[src/rtl/mul_div_unit_if.sv]
// Request/response bundle between the EX stage and the multiply/divide unit.
// The master side issues operations; the slave side is the unit itself.
interface mul_div_unit_if #(
    parameter int DATA_WIDTH = 32
);
    logic                  start;
    logic [2:0]            op;
    logic [DATA_WIDTH-1:0] data_a;
    logic [DATA_WIDTH-1:0] data_b;
    logic                  flush;
    logic                  busy;
    logic                  done;
    logic [DATA_WIDTH-1:0] hi;
    logic [DATA_WIDTH-1:0] lo;

    modport master (
        output start, op, data_a, data_b, flush,
        input  busy, done, hi, lo
    );

    modport slave (
        input  start, op, data_a, data_b, flush,
        output busy, done, hi, lo
    );
endinterface

[src/rtl/mul_div_unit.sv]
// Iterative multiply/divide unit with the HI/LO register pair.
// Radix-2 shift-add multiply and restoring divide, one bit per cycle, run on
// operand magnitudes; signs are restored in a final fix-up cycle.
module mul_div_unit #(
    parameter int         DATA_WIDTH = 32,
    parameter logic [2:0] OP_MULT    = 3'b000,
    parameter logic [2:0] OP_MULTU   = 3'b001,
    parameter logic [2:0] OP_DIV     = 3'b010,
    parameter logic [2:0] OP_DIVU    = 3'b011,
    parameter logic [2:0] OP_MTHI    = 3'b100,
    parameter logic [2:0] OP_MTLO    = 3'b101
) (
    input logic           clk,
    input logic           rst_n,
    mul_div_unit_if.slave bus
);
    localparam int W2    = 2 * DATA_WIDTH;
    localparam int CNT_W = $clog2(DATA_WIDTH) + 1;
    localparam logic [CNT_W-1:0] CNT_LOAD = CNT_W'(DATA_WIDTH);

    typedef enum logic [1:0] {S_IDLE, S_PREP, S_RUN, S_FIX} state_t;

    state_t                r_state;
    logic [CNT_W-1:0]      r_cnt;
    logic [W2:0]           r_acc;      // {upper (remainder/partial sum), lower (multiplier/quotient)}
    logic [DATA_WIDTH-1:0] r_a;        // original dividend, kept for the divide-by-zero result
    logic [DATA_WIDTH-1:0] r_b;        // multiplicand/divisor, magnitude after PREP
    logic                  r_is_div;
    logic                  r_signed;
    logic                  r_neg_res;  // product / quotient must be negated
    logic                  r_neg_rem;  // remainder must be negated (follows dividend)
    logic                  r_div_zero;
    logic [DATA_WIDTH-1:0] r_hi;
    logic [DATA_WIDTH-1:0] r_lo;
    logic                  r_busy;
    logic                  r_done;

    logic                  w_is_muldiv;
    logic                  w_op_signed;
    logic [DATA_WIDTH-1:0] w_abs_a;
    logic [DATA_WIDTH-1:0] w_abs_b;
    logic [DATA_WIDTH:0]   w_sum;
    logic [W2:0]           w_shl;
    logic [DATA_WIDTH+1:0] w_trial;
    logic [W2:0]           w_acc_step;
    logic [W2-1:0]         w_prod;
    logic [DATA_WIDTH-1:0] w_quo;
    logic [DATA_WIDTH-1:0] w_rem;

    // Operation decode, operand magnitudes and one iteration of the datapath.
    always_comb begin
        // NOTE: every always_comb output gets a default first so no path leaves it unassigned (no latch).
        w_is_muldiv = 1'b0;
        w_op_signed = 1'b0;
        w_acc_step  = '0;
        if (bus.op == OP_MULT || bus.op == OP_MULTU || bus.op == OP_DIV || bus.op == OP_DIVU)
            w_is_muldiv = 1'b1;
        if (bus.op == OP_MULT || bus.op == OP_DIV)
            w_op_signed = 1'b1;

        w_abs_a = (r_signed && r_a[DATA_WIDTH-1]) ? ('0 - r_a) : r_a;
        w_abs_b = (r_signed && r_b[DATA_WIDTH-1]) ? ('0 - r_b) : r_b;

        // Multiply: conditionally add the multiplicand to the upper half, then shift right.
        w_sum = r_acc[W2:DATA_WIDTH] + (r_acc[0] ? {1'b0, r_b} : '0);
        // Divide: shift left, trial-subtract the divisor, keep the difference if no borrow.
        w_shl   = {r_acc[W2-1:0], 1'b0};
        w_trial = {1'b0, w_shl[W2:DATA_WIDTH]} - {2'b00, r_b};

        if (r_is_div)
            w_acc_step = w_trial[DATA_WIDTH+1] ? w_shl
                                               : {w_trial[DATA_WIDTH:0], w_shl[DATA_WIDTH-1:1], 1'b1};
        else
            w_acc_step = {1'b0, w_sum, r_acc[DATA_WIDTH-1:1]};

        w_prod = r_acc[W2-1:0];
        w_quo  = r_acc[DATA_WIDTH-1:0];
        w_rem  = r_acc[W2-1:DATA_WIDTH];
    end

    // Control FSM with the datapath registers and registered busy/done/HI/LO.
    always_ff @(posedge clk or negedge rst_n) begin
        // NOTE: datapath registers are reset along with the FSM so no X ever reaches HI/LO.
        if (!rst_n) begin
            r_state    <= S_IDLE;
            r_cnt      <= '0;
            r_acc      <= '0;
            r_a        <= '0;
            r_b        <= '0;
            r_is_div   <= 1'b0;
            r_signed   <= 1'b0;
            r_neg_res  <= 1'b0;
            r_neg_rem  <= 1'b0;
            r_div_zero <= 1'b0;
            r_hi       <= '0;
            r_lo       <= '0;
            r_busy     <= 1'b0;
            r_done     <= 1'b0;
        end else begin
            // NOTE: sequential state uses non-blocking assignments so every register samples pre-edge values.
            r_done <= 1'b0;
            if (r_state == S_IDLE) begin
                if (bus.start && !bus.flush) begin
                    if (w_is_muldiv) begin
                        r_state    <= S_PREP;
                        r_busy     <= 1'b1;
                        r_a        <= bus.data_a;
                        r_b        <= bus.data_b;
                        r_is_div   <= (bus.op == OP_DIV || bus.op == OP_DIVU);
                        r_signed   <= w_op_signed;
                        r_neg_res  <= w_op_signed & (bus.data_a[DATA_WIDTH-1] ^ bus.data_b[DATA_WIDTH-1]);
                        r_neg_rem  <= w_op_signed & bus.data_a[DATA_WIDTH-1];
                        r_div_zero <= (bus.data_b == '0);
                    end else if (bus.op == OP_MTHI) begin
                        r_hi <= bus.data_a;
                    end else if (bus.op == OP_MTLO) begin
                        r_lo <= bus.data_a;
                    end
                end
            end else if (bus.flush) begin
                r_state <= S_IDLE;
                r_busy  <= 1'b0;
            end else begin
                case (r_state)
                    S_PREP: begin
                        r_acc   <= {{(DATA_WIDTH+1){1'b0}}, w_abs_a};
                        r_b     <= w_abs_b;
                        r_cnt   <= CNT_LOAD;
                        r_state <= S_RUN;
                    end
                    S_RUN: begin
                        r_acc <= w_acc_step;
                        r_cnt <= r_cnt - 1'b1;
                        if (r_cnt == CNT_W'(1))
                            r_state <= S_FIX;
                    end
                    S_FIX: begin
                        if (!r_is_div) begin
                            {r_hi, r_lo} <= r_neg_res ? ('0 - w_prod) : w_prod;
                        end else if (r_div_zero) begin
                            r_lo <= '1;
                            r_hi <= r_a;
                        end else begin
                            r_lo <= r_neg_res ? ('0 - w_quo) : w_quo;
                            r_hi <= r_neg_rem ? ('0 - w_rem) : w_rem;
                        end
                        r_done  <= 1'b1;
                        r_busy  <= 1'b0;
                        r_state <= S_IDLE;
                    end
                    default: begin
                        r_state <= S_IDLE;
                        r_busy  <= 1'b0;
                    end
                endcase
            end
        end
    end

    assign bus.busy = r_busy;
    assign bus.done = r_done;
    assign bus.hi   = r_hi;
    assign bus.lo   = r_lo;
endmodule

[src/flat_wrapper.sv]
// flat-port wrapper written by rule: the top's interface ports become plain ports
module mul_div_unit_flat 
#(
    parameter int         DATA_WIDTH = 32,
    parameter logic [2:0] OP_MULT    = 3'b000,
    parameter logic [2:0] OP_MULTU   = 3'b001,
    parameter logic [2:0] OP_DIV     = 3'b010,
    parameter logic [2:0] OP_DIVU    = 3'b011,
    parameter logic [2:0] OP_MTHI    = 3'b100,
    parameter logic [2:0] OP_MTLO    = 3'b101
)
  (clk, rst_n, bus_start, bus_op, bus_data_a, bus_data_b, bus_flush, bus_busy, bus_done, bus_hi, bus_lo);
  mul_div_unit_if #(.DATA_WIDTH(DATA_WIDTH)) bus_i ();
  input logic clk;
  input logic rst_n;
  input wire logic [$bits(bus_i.start)-1:0] bus_start;
  input wire logic [$bits(bus_i.op)-1:0] bus_op;
  input wire logic [$bits(bus_i.data_a)-1:0] bus_data_a;
  input wire logic [$bits(bus_i.data_b)-1:0] bus_data_b;
  input wire logic [$bits(bus_i.flush)-1:0] bus_flush;
  output wire logic [$bits(bus_i.busy)-1:0] bus_busy;
  output wire logic [$bits(bus_i.done)-1:0] bus_done;
  output wire logic [$bits(bus_i.hi)-1:0] bus_hi;
  output wire logic [$bits(bus_i.lo)-1:0] bus_lo;
  assign bus_i.start = bus_start;
  assign bus_i.op = bus_op;
  assign bus_i.data_a = bus_data_a;
  assign bus_i.data_b = bus_data_b;
  assign bus_i.flush = bus_flush;
  assign bus_busy = bus_i.busy;
  assign bus_done = bus_i.done;
  assign bus_hi = bus_i.hi;
  assign bus_lo = bus_i.lo;
  mul_div_unit #(.DATA_WIDTH(DATA_WIDTH), .OP_MULT(OP_MULT), .OP_MULTU(OP_MULTU), .OP_DIV(OP_DIV), .OP_DIVU(OP_DIVU), .OP_MTHI(OP_MTHI), .OP_MTLO(OP_MTLO)) u_core (.clk(clk), .rst_n(rst_n), .bus(bus_i));
endmodule
[config.mk]
export PLATFORM = sky130hd
export DESIGN_NAME = mul_div_unit_flat
export DESIGN_NICKNAME = d
export VERILOG_FILES = /design/src/rtl/mul_div_unit_if.sv /design/src/rtl/mul_div_unit.sv /design/src/flat_wrapper.sv
export SDC_FILE = /design/constraint.sdc
export NUM_CORES = 1
export LEC_CHECK = 0
export CAP_MARGIN = 20
export CORE_MARGIN = 2
export CORE_UTILIZATION = 60
export CTS_CLUSTER_DIAMETER = 60
export CTS_CLUSTER_SIZE = 24
export DETAILED_ROUTE_END_ITERATION = 8
export GPL_TIMING_DRIVEN = 1
export PLACE_DENSITY = 0.82
export RECOVER_POWER = 25
export SLEW_MARGIN = 15
export SYNTH_ARGS = -nofsm -noshare
export SYNTH_HDL_FRONTEND = slang
export SYNTH_SLANG_ARGS = --single-unit
[constraint.sdc]
create_clock -name clk -period 3.7 [get_ports clk]
set_input_delay 0.555 -clock clk [delete_from_list [all_inputs] [get_ports clk]]
set_output_delay 0.555 -clock clk [all_outputs]
set_load 0.05 [all_outputs]
After elaboration in Yosys (flattened, before gate mapping)
Cells that the tools add are included.
{ "classes": {"div_mod_pow": 0, "eq_ne": 18, "add_sub_neg": 8, "shift": 0, "multipliers": 0, "bitwise": 5, "n_mux": 48, "n_reduce_logical": 24, "n_lt_le_gt_ge": 0} }
{ "op_table": {"columns": ["op", "count"], "rows": [
  ["2-to-1 mux 32 bit", 27],
  ["2-to-1 mux 65 bit", 2],
  ["case mux 65 bit (2 select lines)", 1],
  ["subtractor 1 x 32 -> 32 bit, first input constant", 4],
  ["2-to-1 mux 64 bit", 1],
  ["subtractor 1 x 64 -> 64 bit, first input constant", 1],
  ["subtractor 33 x 32 -> 34 bit", 1],
  ["adder 33 bit", 1],
  ["logical NOT 32 bit", 1],
  ["case mux 6 bit (2 select lines)", 1],
  ["AND reduction 3 bit", 4],
  ["2-to-1 mux 1 bit", 10],
  ["2-to-1 mux 2 bit", 5],
  ["inequality test 2 bit, second input constant", 5],
  ["AND reduction 5 bit", 2],
  ["nonzero test 2 bit", 4],
  ["== test 3 x 2 -> 1 bit, second input constant", 2],
  ["== test 3 bit, second input constant", 2],
  ["== test 6 x 1 -> 1 bit, second input constant", 1],
  ["AND reduction 6 bit", 1],
  ["subtractor 6 x 1 -> 6 bit, second input constant", 1],
  ["logical OR 1 bit", 5],
  ["== test 2 bit, second input constant", 2],
  ["inequality test 2 x 1 -> 1 bit, second input constant", 2],
  ["13 further kinds", 17]
]} }
{ "word_totals": {"n_memories": 0, "word_cells": 117, "in_bits": 71, "mem_bits_ro": 0, "output_inout_bits": 66, "latch_bits": 0, "mem_bits_rw": 0, "register_bits": 208} }

Depth between registers and ports, before layout
{ "logic_depth": {"ltp_word": 8, "mapped_depth": 15, "ltp_nobuf": 14} }

Worst setup path before layout
OpenSTA, ideal clock, no wires.
{ "synth_path": {"path_type": "reg-to-reg", "from": "reg u_core.r_acc[0]", "to": "reg u_core.r_hi[14] (netlist: u_core.bus.hi[14])", "path_slack_ps": 316, "path_buffers": 2, "arrival_ps": 3250, "period_less_slack_ps": 3384, "path_stages_with_launch": 14, "required_ps": 3566, "setup_ps": 134, "cell_sequence": "dfrtp_1 > inv_1 > buf_1 > ha_1 > or4b_2 > nor4b_1 > nand4_1 > or2_2 > clkbuf_1 > o21a_1 > xnor2_1 > nor2_1 > a211oi_1 > o31ai_1"} }
{ "synth_between": {"elab_chain_len": 6} }
{ "synth_lines": {"columns": ["item", "line", "text"], "rows": [
  ["from (decl)", "mul_div_unit.sv:25", "logic [W2:0] r_acc;"],
  ["from (signal assigned)", "mul_div_unit.sv:126", "r_acc <= {{(DATA_WIDTH+1){1'b0}}, w_abs_a};"],
  ["from (signal assigned)", "mul_div_unit.sv:132", "r_acc <= w_acc_step;"],
  ["subtractor 1 x 64 -> 64 bit", "mul_div_unit.sv:139", "{r_hi, r_lo} <= r_neg_res ? ('0 - w_prod) : w_prod;"],
  ["2-to-1 mux 64 bit", "mul_div_unit.sv:139", null],
  ["2-to-1 mux 32 bit", "mul_div_unit.sv:138", "if (!r_is_div) begin"],
  ["2-to-1 mux 32 bit", "mul_div_unit.sv:124", "case (r_state)"],
  ["2-to-1 mux 32 bit", "mul_div_unit.sv:120", "end else if (bus.flush) begin"],
  ["2-to-1 mux 32 bit", "mul_div_unit.sv:102", "if (r_state == S_IDLE) begin"],
  ["to (signal assigned)", "mul_div_unit.sv:139", null],
  ["to (signal assigned)", "mul_div_unit.sv:142", "r_hi <= r_a;"],
  ["to (signal assigned)", "mul_div_unit.sv:145", "r_hi <= r_neg_rem ? ('0 - w_rem) : w_rem;"],
  ["to (decl)", "mul_div_unit.sv:33", "logic [DATA_WIDTH-1:0] r_hi;"]
]} }
Every way passes these cells. The select of a mux whose other input is x is not followed.
A chain may end at the register's enable or synchronous reset.

Worst setup path in the final report
{ "layout_path": {"from": "reg u_core.r_acc[18]", "to": "reg u_core.r_hi[27] (netlist: u_core.bus.hi[27])"} }
Same word-level chain as after synthesis.

==> results.sh <==
export IMPL_status="finished with violations"
export IMPL_violations="max-capacitance violations, max-slew violations"
export IMPL_synth_edf_count=0
export IMPL_yosysWarnings=0
export IMPL_finalSetupTns_ps=0
export IMPL_netlist_area_leader_share_pct=30.3
export IMPL_worstReg2RegStart="u_core.r_acc[18]"
export IMPL_drt_vias_per_instance=6.66
export IMPL_port_buffers=136
export IMPL_worst_setup_path_end_kind="flip-flop"
export IMPL_cp_max_fo=13
export IMPL_drc=0
export IMPL_die_area_um2=30000
export IMPL_h_tree_depth=1
export IMPL_gp_congestion=1.03
export IMPL_ios=137
export IMPL_hp_start="u_core.bus.lo[28]"
export IMPL_synth_seq_cells=208
export IMPL_critical_path_class="reg -> reg"
export IMPL_setup_viol=0
export IMPL_clock_skew_ps=27.7
export IMPL_utilization_pct=71.8
export IMPL_ctsHoldBuffers=0
export IMPL_leakagePower_nw=9.01
export IMPL_ant_nets=0
export IMPL_cap_violations=1
export IMPL_finalCriticalPeriod_ps=3540
export IMPL_clock_sinks=208
export IMPL_synth_top_area_cell="dfrtp_1"
export IMPL_synthFlopType="dfrtp_1"
export IMPL_start_util_pct=61.3
export IMPL_hold_viol_final=0
export IMPL_fin_crit_sh_pct=95.6
export IMPL_power_density_nw_per_um2=903
export IMPL_cp_data_required_time_ps=4150
export IMPL_grt_use_total_pct=39.7
export IMPL_syn_inst=2228
export IMPL_totalWireLength_mm=60.8
export IMPL_drive_gt1_share_pct=7.96
export IMPL_via_count=18200
export IMPL_cts_buffers=26
export IMPL_grt_start_max_net_pins=86
export IMPL_worstMarginPinSlew_ps=2240
export IMPL_fp_row_count=61
export IMPL_cts_setup_buffers=0
export IMPL_clkTransAtPathRegs_ps=70
export IMPL_clk_insertion_delay_late_ps=570
export IMPL_hold_path_class="reg -> reg"
export IMPL_layout_commonest_cell="nand2_1"
export IMPL_grt_ovfl_total=0
export IMPL_netlist_area_um2=17200
export IMPL_drt_iter0_markers=2365
export IMPL_n_antenna_cell=0
export IMPL_first_pass_iters=6
export IMPL_area_growth_pct=17.1
export IMPL_syn_num_nets=2376
export IMPL_die_h_um=173
export IMPL_critical_path_startpoint="u_core.r_acc[18]"
export IMPL_ys_types=74
export IMPL_die_w_um=173
export IMPL_multiInputGateArea_um2=11100
export IMPL_crit_path_start_kind="flip-flop"
export IMPL_wl_per_cell_um=22.3
export IMPL_n_fill_cell=2288
export IMPL_max_vdd_ir_drop_uv=584
export IMPL_nets=2477
export IMPL_core_area_um2=28000
export IMPL_final_cell_mix="368 x nand2_1, 226 x o21ai_0, 205 x dfrtp_1"
export IMPL_synthTopCellsByArea="dfrtp_1 30%, nand2_1 8.1%, o21ai_0 6.6%"
export IMPL_register_area_um2=5210
export IMPL_synthArstFlopShare_pct=100
export IMPL_slew_viol_final=86
export IMPL_arrival_ps=3990
export IMPL_clock_fmax_ghz=0.283
export IMPL_hpwl_mm=45.1
export IMPL_clk_path_buf_depth=3
export IMPL_synth_seq_area_share_pct=30.3
export IMPL_cts_tree="done"
export IMPL_antenna_found_initial=0
export IMPL_slew_limit_headroom_pct=-49.1
export IMPL_cts_root_buf="clkbuf_16"
export IMPL_grt_pass1_wl_mm=95.7
export IMPL_grt_pass1_vias=17400
export IMPL_cts_resized=0
export IMPL_avgSynthCellArea_um2=7.71
export IMPL_rsz0062_at_grt="no"
[flip-flops by register name, summed over array words and instances, names as in the netlist]
| register | count |
|---|---|
| u_core.r_acc | 65 |
| u_core.r_neg_rem | 1 |
| u_core.r_is_div | 1 |
| u_core.bus.hi | 32 |
| u_core.r_div_zero | 1 |
| u_core.bus.done | 1 |
| u_core.r_neg_res | 1 |
| u_core.r_state | 2 |
| u_core.r_a | 32 |
| u_core.bus.busy | 1 |
| u_core.r_b | 32 |
| u_core.r_signed | 1 |
| u_core.r_cnt | 6 |
| u_core.bus.lo | 32 |
[cell type report]
class                      count  area share [%]
multi-input combinational   1788            55.3
sequential                   208            25.9
timing repair buffer         235            10.5
clock buffer                  26            3.23
tap                          378            2.35
clock inverter                22            1.34
inverter                      70            1.31
[worst max-delay path, stage by stage, from the launching register on]
cell     delay [ps]
dfrtp_1         450
or4_4           570
or4_4           460
or4_4           540
or3_4           510
or2_1           330
nor3_1          190
a31oi_1          80
a21oi_1         180
o21ai_1          80
[cell families after synthesis]
family	after synthesis	synth area share [%]
xor gates and xnor gates	163	8.31
adders and majority gates	77	5.70
buffers and inverters	232	5.12
and+or+nand+nor	810	21.7
muxes	65	3.82
AOI/OAI and AO/OA	673	25.0
DFF	208	30.3
[stage by stage]
stage	std cells	hold WS (ps)	instance area, um^2	power, mW	setup WS [ps]
floorplan	2228	259	17200	11.6	316
CTS	2727	74.5	20100	17.9	204
detailed placement	2679	466	19200	15.1	225
finish	2727	477	20100	18.2	164
global route	2727	501	20100	19.3	6.04
global placement	2679	460	19200	14.9	276
[routing by layer]
metal  share of wire, %  vias up  GRT usage, %
met3                9.2      222          5.56
met1                 38     8592          50.2
met2                 46     1097          65.8
met4                6.3        0          22.0
met5                  0        -             0
li1                   -     8240             -
[cell usage after synthesis (all sizes together), types with 16 or more instances]
master	count
and3	32
o41ai	16
clkbuf	146
a21o	29
mux2i	61
buf	16
nand2	369
o211ai	30
a221o	27
nand2b	21
a31oi	19
o21ai	234
inv	69
xnor2	96
o21a	16
o31ai	29
ha	75
xor2	67
a21oi	127
or3	40
o22ai	35
nand3	62
dfrtp	208
nor3	42
or4	22
nor4	27
nor2	145
[power by group]
part / leakage [nW] / switching [mW] / internal (mW)
combinational: 5.89 / 6.80 / 4.12
clock: 0.452 / 1.28 / 1.46
sequential: 2.67 / 1.36 / 3.15
total: 9.01 / 9.44 / 8.72
[final timing paths]
kind | depth (start not counted) | slack [ps] | end
min in group asynchronous | 1 | 640 | u_core.bus.lo[29]
max in group asynchronous | 2 | 770 | u_core.r_acc[58]
max reg2reg | 9 | 160 | u_core.bus.hi[27]
max | 9 | 160 | u_core.bus.hi[27]
min | 1 | 480 | u_core.bus.lo[28]
min reg2reg | 1 | 480 | u_core.bus.lo[28]
No activity file was read; power rests on OpenSTA's default activity.
